**src/rtl/r200_fwdtrack.sv**
```systemverilog
// ---------------------------------------------------------------------------
// r200_fwdtrack
//
// Forwarding and load-use hazard tracker for the r200 pipeline. A shift
// register of STAGES entries records the destination of every instruction in
// flight past decode (entry 1 = EX ... entry STAGES = WB). For each of NRD
// decode source operands the youngest matching producer is selected and its
// result (ALU or load data) is driven as the resolved operand; otherwise the
// register-file value passes through. Decode is held while a selected load
// producer has not yet reached LOAD_STAGE.
//
// Optional feature macro: R200_FWDTRACK_STATS_EN
//   defined   -> 32-bit saturating stall-cycle counter on stall_cnt
//   undefined -> no counter register, stall_cnt tied to zero
//
// Ports:
//   clk         in   rising-edge clock
//   rst         in   asynchronous active-low reset
//   id_valid    in   ID holds a real instruction
//   id_rd       in   ID destination register
//   id_regwr    in   ID instruction writes rd
//   id_isload   in   ID instruction is a load
//   id_rs       in   NRD x 5-bit source register addresses (port p at [5p +: 5])
//   id_rs_used  in   per-port "operand actually read"
//   rf_data     in   NRD x XLEN register-file read data
//   st_alu      in   STAGES x XLEN ALU result, stage k in slice k-1
//   st_ld       in   STAGES x XLEN load data, stage k in slice k-1
//   flush       in   squash the ID instruction
//   op_out      out  NRD x XLEN resolved operands
//   fwd_sel     out  NRD x CW source select (0 = register file, k = stage k)
//   stall_out   out  hold IF/ID this cycle
//   stall_cnt   out  saturating count of stall cycles
// ---------------------------------------------------------------------------
module r200_fwdtrack #(
   parameter  int STAGES     = 3,
   parameter  int NRD        = 2,
   parameter  int XLEN       = 32,
   parameter  int LOAD_STAGE = 2,
   localparam int CW         = $clog2(STAGES + 1)
) (
   input  logic                   clk,
   input  logic                   rst,
   input  logic                   id_valid,
   input  logic [4:0]             id_rd,
   input  logic                   id_regwr,
   input  logic                   id_isload,
   input  logic [NRD*5-1:0]       id_rs,
   input  logic [NRD-1:0]         id_rs_used,
   input  logic [NRD*XLEN-1:0]    rf_data,
   input  logic [STAGES*XLEN-1:0] st_alu,
   input  logic [STAGES*XLEN-1:0] st_ld,
   input  logic                   flush,
   output logic [NRD*XLEN-1:0]    op_out,
   output logic [NRD*CW-1:0]      fwd_sel,
   output logic                   stall_out,
   output logic [31:0]            stall_cnt
);

   typedef struct packed {
      logic       valid;
      logic [4:0] rd;
      logic       regwr;
      logic       isload;
   } entry_t;

   entry_t ent [1:STAGES];
   logic   hazard;

   // An in-flight entry can supply operand rs only if it really writes a
   // non-zero register and the operand is actually consumed.
   function automatic logic hits(input entry_t e, input logic [4:0] rs, input logic used);
      return e.valid & e.regwr & (e.rd != 5'd0) & (e.rd == rs) & used;
   endfunction

   // -------------------------------------------------------------------------
   // Operand selection and hazard detection
   // -------------------------------------------------------------------------
   always_comb begin
      logic port_hz;
      // NOTE: every output of this block gets a default before any branch,
      // so no path leaves a variable unassigned and no latch is inferred.
      hazard  = 1'b0;
      port_hz = 1'b0;
      fwd_sel = '0;
      op_out  = rf_data;
      for (int p = 0; p < NRD; p++) begin
         port_hz = 1'b0;
         // Scan oldest to youngest; the last hit is the lowest stage, so the
         // youngest producer overrides any older one.
         for (int k = STAGES; k >= 1; k--) begin
            if (hits(ent[k], id_rs[5*p +: 5], id_rs_used[p])) begin
               fwd_sel[CW*p +: CW]  = CW'(k);
               op_out[XLEN*p +: XLEN] = ent[k].isload ? st_ld[XLEN*(k-1) +: XLEN]
                                                      : st_alu[XLEN*(k-1) +: XLEN];
               port_hz = ent[k].isload && (k < LOAD_STAGE);
            end
         end
         hazard = hazard | port_hz;
      end
      hazard = hazard & id_valid;
   end

   // A flushed ID instruction is discarded anyway, so holding it is pointless.
   assign stall_out = hazard & ~flush;

   // -------------------------------------------------------------------------
   // In-flight tracking shift register
   // -------------------------------------------------------------------------
   always_ff @(posedge clk or negedge rst) begin
      if (!rst) begin
         // NOTE: the entries are reset (unlike a data RAM) because their valid
         // bits gate forwarding and stalls straight out of reset.
         for (int k = 1; k <= STAGES; k++) ent[k] <= '0;
      end else begin
         // NOTE: non-blocking assignments make every stage sample the old
         // value of its neighbour, independent of statement order.
         if (stall_out || flush || !id_valid)
            ent[1] <= '0;
         else
            ent[1] <= entry_t'{1'b1, id_rd, id_regwr, id_isload};
         for (int k = 2; k <= STAGES; k++) ent[k] <= ent[k-1];
      end
   end

   // -------------------------------------------------------------------------
   // Stall statistics
   // -------------------------------------------------------------------------
`ifdef R200_FWDTRACK_STATS_EN
   logic [31:0] stall_cnt_q;

   always_ff @(posedge clk or negedge rst) begin
      if (!rst)
         stall_cnt_q <= '0;
      else if (stall_out && (stall_cnt_q != 32'hFFFF_FFFF))
         stall_cnt_q <= stall_cnt_q + 32'd1;
   end

   assign stall_cnt = stall_cnt_q;
`else
   assign stall_cnt = 32'h0;
`endif

endmodule

```
**config.mk**
```make
export PLATFORM = sky130hd
export DESIGN_NAME = r200_fwdtrack
export DESIGN_NICKNAME = d
export VERILOG_FILES = /design/src/rtl/r200_fwdtrack.sv
export SDC_FILE = /design/constraint.sdc
export NUM_CORES = 1
export LEC_CHECK = 0
export CAP_MARGIN = 25
export CORE_AREA = 2 2 146 148
export DETAILED_ROUTE_END_ITERATION = 16
export DIE_AREA = 0 0 148 150
export PLACE_DENSITY_LB_ADDON = 0.1
export SETUP_SLACK_MARGIN = 0.2
export SYNTH_ARGS = -nofsm -noshare
export SYNTH_HDL_FRONTEND = slang
export SYNTH_SLANG_ARGS = --single-unit
```
**constraint.sdc**
```tcl
create_clock -name clk -period 2.7 [get_ports clk]
set_clock_uncertainty 0.1 [all_clocks]
set_input_delay 0.27 -clock clk [delete_from_list [all_inputs] [get_ports clk]]
set_output_delay 0.27 -clock clk [all_outputs]
set_load 0.02 [all_outputs]
```
==> summary.md <==
| Metric | Value |
|---|---|
| Status | complete, but fails checks |
| Failing checks | negative setup slack |
| Final WL | 24.9 mm |
| Pre-Repair DR Iteration Count | 4 |
| Wire length on met3 | 1.70 mm |
| Vias in the first global route | 6006 |
| Worst hold path class | register to register |
| Remaining DRCs | 0 |
| Post-CTS Hold Fix Bufs | 0 |
| Flop and latch count out of synthesis | 24 |
| TritonCTS Buffers | 3 |
| Final core utilization | 0.452 |
| Number of flip-flops in the largest register | 24 |
| Netlist cell types | 33 |
| IO Count | 380 |
| Layout cells sized above 1 | 0.354 |
| Final hold vios | 0 |
| Starting Density | 0.220 |
| Fin area | 9350 µm² |
| Reg clk slew, reported paths | 0.06 ns |
| Final Slew Violations | 0 |
| Die Height | approximately 150 µm |
| Final worst path period need | 2.77 ns |
| Worst setup SP type | register |
| Core area | 20700 µm² |
| CTS tree | yes |
| Die width | 148 µm |
| Period Utilization, post-route | 1.02 |
| F_max | 0.362 GHz |
| Met1 wire length | 9.89 mm |
| WL per Instance | 21.0 µm |
| Worst setup path class | register to output pin |
| GR Util All Layers | 0.204 |
| Max-cap violations | 0 |
| Hpwl dp | around 19 mm |
| Peak supply drop | 0.199 mV |
| Number of H-tree levels | 1 |
| Actual slew at the worst max-slew pin | between 0.5 and 0.6 ns |
| RSZ-0062 raised after global routing | yes |
| Most frequent cells in the layout | clkdlybuf4s50_1, mux2_2, buf_4, nand2_1, nand3_1 |
| IO buf count | ~350 |
| Finish-stage setup viols | 43 |
| Top sig layer | met4 |
| Diodes inserted | 0 |
| Top post-synthesis cells by area | mux2_2, mux2i_1, dfrtp_1, o211ai_2, nand3_1 |
| Synth area leader | mux2_2 |
| YS warnings | 0 |
| Post-route worst setup slack | -0.0651 ns |
| Clock Tree Buf Depth | 2 |
| Initial antenna violation count | 0 |
| Largest Register | ent |
| Global-route wire length before repair | roughly 35 mm |
| Most common cell after layout, fill and taps aside | clkdlybuf4s50_1 |
| CP arrival | 2.40 ns |
| Share of the synthesized area in the top cell type | 0.237 |
| Seq/Total Area, Yosys | 0.132 |
| Critical path capture point type | output pin |
| Worst-path cell chain | or4_4 > o2111ai_4 > or2_4 > nand2b_4 > buf_12 > buf_12 > o211ai_1 > buf_4 |
| Syn_area_per_cell | 8.48 µm² |
| Gate Count Post-Synth | between 500 and 600 |
| Cell mode on critical path | buf_12 |
| Leakage | between 3 and 4 nW |
| Vias per inst | 4.78 |
| Routed met2 length | 12.8 mm |
| Crit-path max FO | 9 |
| Power Density | 191 nW/µm² |
| Area after DPL | a little under 9000 µm² |
| Total number of vias | 5683 |
| Die area | 22200 µm² |
| Largest net degree at the start of global routing | 21 |
| Buffers & Inverters on Critical Path | 3 |
| Row count | 53 |
| Initial DRC Count | 164 |
| GR Overflow Total | 0 |
| Max incr delay on CP | 0.58 ns |
| Slew headroom | 0.613 |
| NumNets Final | between 1000 and 1500 |
| GPL Wtd Cong | 0.892 |
| Sink Count | 24 |
| Final ANT Viol Nets | 0 |
| WP data required | 2.33 ns |
| Synthesized cell area | 4560 µm² |
| Worst-Skew Late Latency | 0.25 ns |
| Top flop regs | ent: 24 flops |
| Slowest CP cell | or4_4 |
| Root buf cell | clkbuf_16 |
| Area growth from synthesis to layout | 105% |
| CP top delay family | simple AND/OR/NAND/NOR gates |
## path summary, 6_finish.rpt
check / start / end / slack [ns] / cells after the start
min: ent[23] / ent[15] / 0.27 / 0
max: ent[19] / op_out[51] / -0.07 / 8
min in group asynchronous: rst / ent[22] / 0.28 / 1
max in group asynchronous: rst / ent[2] / 1.62 / 2
max reg2reg: ent[19] / ent[18] / 0.40 / 8
min reg2reg: ent[23] / ent[15] / 0.27 / 0
## worst register-to-register path, stage by stage, from the launching register on
cell	delay, ns
dfrtp_1	0.37
or4_4	0.58
o2111ai_4	0.24
or2_4	0.19
buf_4	0.12
buf_12	0.15
a21boi_1	0.08
buf_4	0.16
nor3b_1	0.21
## synth_stat cells, drive strengths merged
master	count
mux2i	64
o21ai	3
nand4	8
nor2	10
xnor2	30
nand3	64
nor3	2
and2	1
buf	53
o2111ai	2
or4	3
or2	3
mux2	96
a21boi	1
conb	1
nor3b	7
inv	2
nand2	68
o32ai	1
clkbuf	27
o211ai	64
nand2b	2
nor4	2
dfrtp	24
## area by class of cell
cell class	count	area, µm²
Fill cell	2041	11300
Timing Repair Buffer	420	4280
Multi-Input combinational cell	463	4020
Sequential cell	24	606
Tap cell	275	344
Clock buffer	4	88.8
Inverter	2	10.0
## cell families after synthesis
logic type	count (synthesis)	share of synthesized area
AO/OA/AOI/OAI	71	0.150
XOR/XNOR	30	0.0576
buffers and inverters	82	0.105
flip-flops	24	0.132
multiplexers	160	0.378
other	1	0.000822
AND/OR/NAND/NOR	170	0.177
## routing by layer
metal  vias to the layer above  track usage
met5                         -            0
met1                      2727        0.238
met2                       255        0.386
li1                       2671            -
met3                        30       0.0390
met4                         0       0.0386
## per-stage QoR
step	setup slack [ns]	cells	total power, W	setup TNS, ns	hold WS (ns)
after global placement	-0.509	1169	0.00139	-27.91	0.257
after CTS	-0.103	1180	0.00177	-0.922	0.273
after floorplan	0.269	569	0.000805	0	-0.126
after detailed placement	-0.532	1169	0.00139	-30.37	0.255
final	-0.0651	1188	0.00179	-0.784	0.273
after global routing	-0.162	1188	0.00188	-5.40	0.287
## where the power goes
part,total (W),switching [W],internal [W]
logic,0.00106,0.000407,0.000649
clock network,0.000345,0.000119,0.000226
registers,0.000386,0.0000115,0.000374
total,0.00179,0.000537,0.00125
## timing repair
action	in CTS	in global routing
cloned	1	3
gates resized for setup	413	54
pin swaps	35	22
setup buffers	6	5
setup endpoints to repair	69	69
(Power assumes the default switching activity.)
